<file path="src/rtl/alien_field_controller_pkg.sv">
// Shared types and sizing for the alien field controller.
//   AlienData      : per-slot record consumed by the object layer renderers.
//   slot_state_e   : per-slot lifecycle (FREE -> LIVE -> DYING -> FREE).
//   fsm_state_e    : controller sequencing (IDLE -> UPDATE -> PUBLISH).
package alien_field_controller_pkg;

  localparam int unsigned OBJ_LIMIT = 16;
  localparam int unsigned IDX_W     = 4;
  localparam int unsigned CNT_W     = 5;
  localparam int unsigned STEP_DIV  = 8;
  localparam int unsigned ANIM_DIV  = 4;
  localparam int unsigned R_SPAWN   = 15;
  localparam int unsigned STEP_W    = $clog2(STEP_DIV);
  localparam int unsigned ANIM_W    = $clog2(ANIM_DIV);

  typedef struct packed {
    logic [7:0] _deg;
    logic [3:0] _r;
    logic [1:0] _type;
    logic [1:0] _frame_num;
  } AlienData;

  typedef enum logic [1:0] {
    SLOT_FREE,
    SLOT_LIVE,
    SLOT_DYING
  } slot_state_e;

  typedef enum logic [1:0] {
    ST_IDLE,
    ST_UPDATE,
    ST_PUBLISH
  } fsm_state_e;

endpackage

</file>
<file path="src/rtl/alien_field_controller_alloc.sv">
// Combinational slot allocator.
//   free_vec : one bit per slot, set when the slot is FREE.
//   free_idx : lowest-index free slot (0 when none is free).
//   any_free : at least one slot is free.
//   free_cnt : number of free slots.
module alien_slot_alloc
  import alien_field_controller_pkg::*;
(
  input  logic [OBJ_LIMIT-1:0] free_vec,
  output logic [IDX_W-1:0]     free_idx,
  output logic                 any_free,
  output logic [CNT_W-1:0]     free_cnt
);

  always_comb begin
    free_idx = '0;
    any_free = 1'b0;
    free_cnt = '0;
    for (int unsigned i = 0; i < OBJ_LIMIT; i++) begin
      free_cnt = free_cnt + CNT_W'(free_vec[i]);
    end
    // Scan from the top down so the last hit is the lowest index.
    for (int unsigned i = OBJ_LIMIT; i > 0; i--) begin
      if (free_vec[i-1]) begin
        free_idx = IDX_W'(i - 1);
        any_free = 1'b1;
      end
    end
  end

endmodule

</file>
<file path="src/rtl/alien_field_controller.sv">
// Alien field controller: owns the alien slots, handles spawn/kill requests
// while idle, walks every slot once per frame tick (approach, animation,
// explosion), then publishes a frame-stable snapshot for the renderers.
//   clk_100MHz, rst_n        : clock, async active-low reset
//   frame_tick               : one-cycle pulse per video frame
//   spawn_valid/type/deg     : spawn request, spawn_ready = accepted
//   kill_valid/idx           : kill request, kill_ready = accepted
//   obj_data, obj_active     : published snapshot and live/dying flags
//   breach                   : pulse when an alien reached _r==0 this frame
//   free_cnt                 : free slots in the working set (registered)
module alien_field_controller
  import alien_field_controller_pkg::*;
(
  input  logic                 clk_100MHz,
  input  logic                 rst_n,
  input  logic                 frame_tick,
  input  logic                 spawn_valid,
  input  logic [1:0]           spawn_type,
  input  logic [7:0]           spawn_deg,
  output logic                 spawn_ready,
  input  logic                 kill_valid,
  input  logic [IDX_W-1:0]     kill_idx,
  output logic                 kill_ready,
  output AlienData             obj_data [0:OBJ_LIMIT-1],
  output logic [OBJ_LIMIT-1:0] obj_active,
  output logic                 breach,
  output logic [CNT_W-1:0]     free_cnt
);

  fsm_state_e           state_q, state_d;
  AlienData             work_q [OBJ_LIMIT];
  AlienData             work_d [OBJ_LIMIT];
  slot_state_e          slot_q [OBJ_LIMIT];
  slot_state_e          slot_d [OBJ_LIMIT];
  logic [ANIM_W-1:0]    sub_q  [OBJ_LIMIT];
  logic [ANIM_W-1:0]    sub_d  [OBJ_LIMIT];
  AlienData             pub_q  [OBJ_LIMIT];
  AlienData             pub_d  [OBJ_LIMIT];
  logic [OBJ_LIMIT-1:0] active_q, active_d;
  logic [IDX_W-1:0]     walk_q, walk_d;
  logic [STEP_W-1:0]    step_cnt_q, step_cnt_d;
  logic [ANIM_W-1:0]    anim_cnt_q, anim_cnt_d;
  logic                 step_hit_q, step_hit_d;
  logic                 anim_hit_q, anim_hit_d;
  logic                 breach_pending_q, breach_pending_d;
  logic                 breach_q, breach_d;
  logic [CNT_W-1:0]     free_cnt_q;

  logic [OBJ_LIMIT-1:0] free_vec;
  logic [IDX_W-1:0]     alloc_idx;
  logic                 alloc_any;
  logic [CNT_W-1:0]     alloc_cnt;
  AlienData             cur;

  always_comb begin
    free_vec = '0;
    for (int unsigned i = 0; i < OBJ_LIMIT; i++) begin
      free_vec[i] = (slot_q[i] == SLOT_FREE);
    end
  end

  alien_slot_alloc u_alloc (
    .free_vec (free_vec),
    .free_idx (alloc_idx),
    .any_free (alloc_any),
    .free_cnt (alloc_cnt)
  );

  // State register (all flops).
  always_ff @(posedge clk_100MHz or negedge rst_n) begin
    if (!rst_n) begin
      state_q          <= ST_IDLE;
      work_q           <= '{default: '0};
      slot_q           <= '{default: SLOT_FREE};
      sub_q            <= '{default: '0};
      pub_q            <= '{default: '0};
      active_q         <= '0;
      walk_q           <= '0;
      step_cnt_q       <= '0;
      anim_cnt_q       <= '0;
      step_hit_q       <= 1'b0;
      anim_hit_q       <= 1'b0;
      breach_pending_q <= 1'b0;
      breach_q         <= 1'b0;
      free_cnt_q       <= CNT_W'(OBJ_LIMIT);
    end else begin
      state_q          <= state_d;
      work_q           <= work_d;
      slot_q           <= slot_d;
      sub_q            <= sub_d;
      pub_q            <= pub_d;
      active_q         <= active_d;
      walk_q           <= walk_d;
      step_cnt_q       <= step_cnt_d;
      anim_cnt_q       <= anim_cnt_d;
      step_hit_q       <= step_hit_d;
      anim_hit_q       <= anim_hit_d;
      breach_pending_q <= breach_pending_d;
      breach_q         <= breach_d;
      free_cnt_q       <= alloc_cnt;
    end
  end

  // Next-state logic.
  always_comb begin
    state_d = state_q;
    unique case (state_q)
      ST_IDLE:    if (frame_tick) state_d = ST_UPDATE;
      ST_UPDATE:  if (walk_q == IDX_W'(OBJ_LIMIT - 1)) state_d = ST_PUBLISH;
      ST_PUBLISH: state_d = ST_IDLE;
      default:    state_d = ST_IDLE;
    endcase
  end

  // Handshake outputs; the tick cycle itself accepts nothing.
  always_comb begin
    spawn_ready = spawn_valid && (state_q == ST_IDLE) && !frame_tick && alloc_any;
    kill_ready  = kill_valid  && (state_q == ST_IDLE) && !frame_tick;
  end

  // Working-set datapath.
  always_comb begin
    work_d           = work_q;
    slot_d           = slot_q;
    sub_d            = sub_q;
    pub_d            = pub_q;
    active_d         = active_q;
    walk_d           = walk_q;
    step_cnt_d       = step_cnt_q;
    anim_cnt_d       = anim_cnt_q;
    step_hit_d       = step_hit_q;
    anim_hit_d       = anim_hit_q;
    breach_pending_d = breach_pending_q;
    breach_d         = 1'b0;
    cur              = work_q[walk_q];
    unique case (state_q)
      ST_IDLE: begin
        if (spawn_ready) begin
          slot_d[alloc_idx] = SLOT_LIVE;
          work_d[alloc_idx] = '{_deg: spawn_deg, _r: 4'(R_SPAWN),
                                _type: spawn_type, _frame_num: 2'd0};
        end
        if (kill_ready && (slot_q[kill_idx] == SLOT_LIVE)) begin
          slot_d[kill_idx]            = SLOT_DYING;
          work_d[kill_idx]._frame_num = 2'd2;
          sub_d[kill_idx]             = '0;
        end
        // Hit flags are latched on entry so every slot in the walk sees the same decision.
        if (frame_tick) begin
          walk_d     = '0;
          step_hit_d = (step_cnt_q == STEP_W'(STEP_DIV - 1));
          anim_hit_d = (anim_cnt_q == ANIM_W'(ANIM_DIV - 1));
          step_cnt_d = step_hit_d ? '0 : step_cnt_q + 1'b1;
          anim_cnt_d = anim_hit_d ? '0 : anim_cnt_q + 1'b1;
        end
      end
      ST_UPDATE: begin
        walk_d = walk_q + 1'b1;
        unique case (slot_q[walk_q])
          SLOT_LIVE: begin
            if (anim_hit_q) cur._frame_num = {1'b0, ~cur._frame_num[0]};
            if (step_hit_q && (cur._r != '0)) begin
              cur._r = cur._r - 1'b1;
              if (cur._r == '0) begin
                slot_d[walk_q]   = SLOT_FREE;
                breach_pending_d = 1'b1;
              end
            end
            work_d[walk_q] = cur;
          end
          // Explosion frames run off a per-slot counter that restarts at the kill.
          SLOT_DYING: begin
            if (sub_q[walk_q] == ANIM_W'(ANIM_DIV - 1)) begin
              sub_d[walk_q] = '0;
              if (cur._frame_num == 2'd2) begin
                cur._frame_num = 2'd3;
              end else begin
                cur            = '0;
                slot_d[walk_q] = SLOT_FREE;
              end
              work_d[walk_q] = cur;
            end else begin
              sub_d[walk_q] = sub_q[walk_q] + 1'b1;
            end
          end
          default: ;
        endcase
      end
      ST_PUBLISH: begin
        pub_d = work_q;
        for (int unsigned i = 0; i < OBJ_LIMIT; i++) begin
          active_d[i] = (slot_q[i] != SLOT_FREE);
        end
        breach_d         = breach_pending_q;
        breach_pending_d = 1'b0;
      end
      default: ;
    endcase
  end

  assign obj_data   = pub_q;
  assign obj_active = active_q;
  assign breach     = breach_q;
  assign free_cnt   = free_cnt_q;

  // Ticks are spaced far beyond one walk; one arriving mid-walk is dropped.
  ap_tick_in_idle: assert property (@(posedge clk_100MHz) disable iff (!rst_n)
    frame_tick |-> (state_q == ST_IDLE));

endmodule

</file>
<file path="config.mk">
export PLATFORM = sky130hd
export DESIGN_NAME = alien_field_controller
export DESIGN_NICKNAME = d
export VERILOG_FILES = /design/src/rtl/alien_field_controller_pkg.sv /design/src/rtl/alien_field_controller_alloc.sv /design/src/rtl/alien_field_controller.sv
export SDC_FILE = /design/constraint.sdc
export NUM_CORES = 1
export LEC_CHECK = 0
export CAP_MARGIN = 20
export CORE_ASPECT_RATIO = 0.5
export CORE_MARGIN = 1
export CORE_UTILIZATION = 52
export CTS_CLUSTER_SIZE = 12
export DETAILED_ROUTE_END_ITERATION = 16
export PLACE_DENSITY = 0.85
export SETUP_SLACK_MARGIN = 0.15
export SYNTH_ARGS = -nofsm -noshare
export SYNTH_HDL_FRONTEND = slang
export SYNTH_SLANG_ARGS = --single-unit
</file>
<file path="constraint.sdc">
create_clock -name clk_100MHz -period 4 [get_ports clk_100MHz]
set_input_delay 0.8 -clock clk_100MHz [delete_from_list [all_inputs] [get_ports clk_100MHz]]
set_output_delay 0.8 -clock clk_100MHz [all_outputs]
set_load 0.1 [all_outputs]
</file>
; Yosys cells after proc, flatten, opt, wreduce, memory -nomap -nowiden
; Index checks and enable logic that the tools add are counted.
[totals]
reg_bits = 612
in_bits = 19
elab_cells = 394
[op_classes]
addsub = 20
magnitude_cmp = 6
eq_ne = 22
mux = 106
bitwise = 15
n_reduce_logical = 55
[ops]
columns = operator, n
row1 = 256-bit bitwise mux, 4
row2 = 256-bit two-way mux, 4
row3 = 256-bit one-hot mux with 2 select lines, 2
row4 = 32-bit two-way mux, 10
row5 = 16-bit demux with 4-bit select, 3
row6 = 32-bit one-hot mux with 2 select lines, 3
row7 = 32-bit AND, 3
row8 = 4-bit two-way mux, 20
row9 = 5-bit by 1-bit adder with 5-bit output, 14
row10 = 16-bit binary-select mux with 4-bit select, 1
row11 = 16-bit two-way mux, 4
row12 = 32-bit NOT, 2
row13 = 14-bit two-way mux, 4
row14 = 2-bit two-way mux, 20
row15 = 2-bit nonzero test, 18
row16 = 2-bit logical NOT, 17
row17 = 16-bit AND, 2
row18 = 32-bit bitwise mux, 1
row19 = 16-bit NOT, 2
row20 = 16-bit bitwise OR, 2
row21 = 2-bit binary-select mux with 4-bit select, 3
row22 = 2-bit demux with 4-bit select, 3
row23 = 1-bit two-way mux, 20
row24 = 5-bit greater-or-equal comparator (second input constant), 3
row25 = other kinds (28), 59

; Depth between registers and ports, before layout
[logic_depth]
depth_word = 29
ltp_mapped = 16
depth_no_buf = 12

; Hierarchy
; Synthesis repeated with hierarchy kept, for this count alone.
[hier_totals]
hier_cells = 2319
hier_area_um2 = 29135.4
[by_module_without_submodules]
columns = mod, instances, cells_each, area_per_inst_um2, seq_area_each_um2
row1 = alien_field_controller, 1, 2253, 28596.2, 15315.9
row2 = alien_slot_alloc, 1, 66, 539.3, 0.0

; Least setup slack after synthesis
; No wires, ideal clock.
[synth_path]
path_kind = reg-to-reg
start = register slot_q[28] (netlist name)
end = register free_cnt_q[2], in the netlist free_cnt[2]
setup_ps = 124
arrival_ps = 3999
t_required_ps = 3876
slack_ps = -124
stages_incl_launch_ff = 12
path_cell_list = dfrtp_1 nor2_1 ha_1 inv_1 fa_1 fa_1 fa_1 fa_1 inv_1 fa_1 fa_1 xor2_1
[synth_between]
elab_chain_len = 16
[synth_rtl]
columns = item, line_no
row1 = start: declaration, alien_field_controller.sv:33  ; slot_state_e slot_q [OBJ_LIMIT];
row2 = start signal: assignment, alien_field_controller.sv:89  ; slot_q <= slot_d;
row3 = 2-bit logical NOT, alien_field_controller.sv:58  ; free_vec[i] = (slot_q[i] == SLOT_FREE);
row4 = 1-bit by 1-bit adder with 2-bit output, alien_field_controller_alloc.sv:20  ; free_cnt = free_cnt + CNT_W'(free_vec[i]);
row5 = 5-bit by 1-bit adder with 5-bit output (14 in series), alien_field_controller_alloc.sv:20
row6 = via alloc_cnt[2], alien_field_controller.sv:52  ; logic [CNT_W-1:0] alloc_cnt;
row7 = end signal: assignment, alien_field_controller.sv:85  ; free_cnt_q <= CNT_W'(OBJ_LIMIT);
row8 = end signal: assignment, alien_field_controller.sv:100  ; free_cnt_q <= alloc_cnt;
row9 = end: declaration, alien_field_controller.sv:47  ; logic [CNT_W-1:0] free_cnt_q;
; The timed path passes the listed nets, and every way through them passes these cells.
; A chain may end at the register's enable or synchronous reset.

; Final worst setup path
[layout_path]
start = register slot_q[29] (netlist name)
end = register free_cnt_q[4], in the netlist free_cnt[4]
; The elaborated chain is that of the path after synthesis.

==> results.cfg <==
[final_layout]
final_common_cell = dfrtp_1
multi_input_area_mm2 = 0.01216
layout-drive-gt1-share_pct = 22.40
fin_cells = 3312
fin_area_mm2 = 0.03444
nFillCells = 3820
layout-area-overhead-vs-synth_pct = 20.75
utilization_pct = 63.80
area.sequential_mm2 = 0.01532
layout.cells.most_common_list = dfrtp_1, clkdlybuf4s50_1, mux2_2, a22oi_1, nand2_1
nNetsFinal = 2625

[flow_run]
maxCapViolations = 0

[worst_setup_path]
worstPathRequired_ns = 4.54
path_class = flip-flop to flip-flop
startpoint = slot_q[29]
rr_startpoint = slot_q[29]
crit_arrival_ns = 4.38
crit_fanout = 2
cp-start-kind = flip-flop
endpoint_kind = flip-flop

[global_routing]
antenna_found_initial = 2
grt_max_degree = 101
grt_first_pass_wirelength_um = 139700
grt_pass1_vias = 23226
grt-ovfl-total = 0
grtUsageTotal_pct = 32.49

[synthesis]
syn-num-nets = 2348
synth-seq-cells = 612
syn-instance-count = 2304
yosysUniqueCellTypes = 75
synth-seq-area-share_pct = 53.71
async_reset_ff_share_pct = 100.0
netlist_area_mm2 = 0.02852
ys_warn_count = 0
synth_edf_count = 0
avgSynthCellArea_um2 = 12.38
ys.flop_type = dfrtp_1

[routing]
ant_nets = 0
num_vias = 22645
wl_per_cell_um = 27.61
routed_wirelength_um = 91430
drt_first_pass_iters = 8
post-route-drc-count = 0
via_per_inst = 6.837
drt_iter0_markers = 3305

[placement]
port-buffer-count = 298
dp_cells = 3225
place_hpwl_um = 63760
routabilityCongestion = 0.9866
preCtsSetupSlack_ns = 0.08513
placed_area_mm2 = 0.03264

[timing]
fin_crit_sh_pct = 95.87
whs_ns = 0.2707
relSlewSlack_pct = 25.46
skew_ns = 0.05255
layout_setup_ws_ns = 0.1651
finalSetupViolCount = 0
rsz0062_at_grt = true
worstMarginPinSlew_ns = 1.115
max_freq_ghz = 0.2608
slew_viol_final = 0
min_period_ns = 3.835
final-hold-violation-count = 0
fin_tns_setup_ns = 0

[floorplanning]
initial_core_util_pct = 52.83
ioPinCount = 299
rows = 60
die_h_um = 167.6
die_w_um = 333.2
core_area_mm2 = 0.05398
die-area_mm2 = 0.05584

[cts]
root_buffer = clkbuf_16
cts_max_level = 2
cts.clk_slew.worst_paths_ns = 0.06
cts_tree = done
clk_latency_ns = 0.64
cts-buffers-inserted = 58
clock_path_buffers = 3
cts_sinks = 612

[power_and_ir_drop]
p_sw_mw = 12.51
power.share.clock_pct = 18.8
power.density_mw_per_mm2 = 798.0
p_seq_share_pct = 33.5
p_int_mw = 14.97
leakage_nw = 14.97
total_power_mw = 27.48
switching_share_pct = 45.51
power_frac_comb_pct = 47.7
irDropWorstVdd_mv = 0.7646

[hold_path]
hold_path_class = primary input to asynchronous set/reset pin

[outcome]
status = complete, no violations
-- routing by layer --
layer,vias up,track usage (%),part of all wire (%),wire length [um]
li1,9172,-,-,-
met1,11329,41.19,35,32410
met2,1754,52.18,48,43470
met3,384,9.380,12,10960
met4,6,14.49,5.0,4549
met5,-,0,0.040,37
-- power groups by stage --
| stage | registers [mW] | logic, mW | clock network (mW) |
|---|---|---|---|
| 3_5_place_dp | 9.22 | 12.6 | 0 |
| 3_3_place_gp | 9.17 | 12.3 | 0 |
| 5_1_grt | 9.27 | 13.7 | 5.43 |
| 4_1_cts | 9.14 | 12.7 | 5.18 |
| 2_1_floorplan | 10.7 | 7.13 | 0 |
| 6_report | 9.20 | 13.1 | 5.16 |
-- flip-flops by register name, indices dropped and copies added (netlist names) --
name / flops
anim_hit_q: 1
slot_q: 32
state_q: 2
work_q: 256
breach_pending_q: 1
sub_q: 32
step_hit_q: 1
walk_q: 4
obj_active: 16
breach: 1
free_cnt: 5
step_cnt_q: 3
anim_cnt_q: 2
obj_data: 256
-- kinds of logic (layout without fill, tap and decap cells) --
family	Yosys count	count (layout)	share of synthesized area (%)
adder cells (fa/ha/maj)	25	25	1.360
AND/OR/NAND/NOR	385	385	5.984
flip-flops	612	612	53.71
other	0	1	0
XOR/XNOR	3	3	0.09215
buffers and inverters	259	553	3.865
AO/OA/AOI/OAI	675	675	17.67
multiplexers	345	345	17.32
-- critical path, stage by stage (launching register included) --
cell	delay, ns
dfrtp_1	0.42
nor2_4	0.16
ha_4	0.22
inv_2	0.05
fa_1	0.42
fa_1	0.51
fa_1	0.45
fa_1	0.54
inv_2	0.05
fa_2	0.39
fa_2	0.36
a21oi_1	0.14
nor2b_1	0.06
-- what timing repair did --
action	4_1_cts	5_1_grt
cloned	0	0
setup endpoints to repair	4	137
hold buffers	0	0
pin swaps	10	5
gates resized for setup	3	4
setup buffers	0	2
-- path summary, 6_finish.rpt --
path	endpoint	cells past startpoint	slack, ns
max in group asynchronous	walk_q[0]	2	2.69
worst min-delay path	obj_active[0]	1	0.27
worst min register to register	obj_active[6]	2	0.48
worst max-delay path	free_cnt[4]	12	0.17
worst max register to register	free_cnt[4]	12	0.17
min in group clk_100MHz	obj_active[6]	2	0.48
-- final cells by class --
type	count	share of cell area, %
Sequential cell	612	44.50
Inverter	54	0.5886
Multi-Input combinational cell	1433	35.31
Tap cell	713	2.591
Clock inverter	5	0.3088
Clock buffer	72	4.571
Timing Repair Buffer	422	12.12
Antenna cell	1	0.007267
-- Yosys cell counts (all sizes together), types with 3 or more instances --
cell	number	share of area, %
a211oi	4	0.17
or3	3	0.066
and3	15	0.33
nand4	4	0.088
mux2	248	9.8
clkbuf	136	1.8
a221o	3	0.11
mux2i	3	0.11
a31oi	4	0.088
o21ai	144	2.7
and2	8	0.18
nand2	157	2.1
nor2b	12	0.26
o31ai	3	0.079
fa	10	0.70
nand3	32	0.56
o22ai	16	0.35
o32a	11	0.39
o2bb2ai	111	3.4
a32o	3	0.11
o22a	71	2.2
nor3	22	0.39
a22oi	161	4.2
ha	15	0.66
a21o	7	0.18
buf	69	1.4
a221oi	9	0.36
o32ai	9	0.30
nand2b	7	0.15
a21oi	52	0.97
mux4	94	7.4
a21boi	3	0.079
inv	53	0.70
nor2	111	1.5
a22o	32	0.98
a2bb2oi	5	0.18
dfrtp	611	54
o21a	16	0.42
Note: power is estimated with default switching activity, not from simulation.
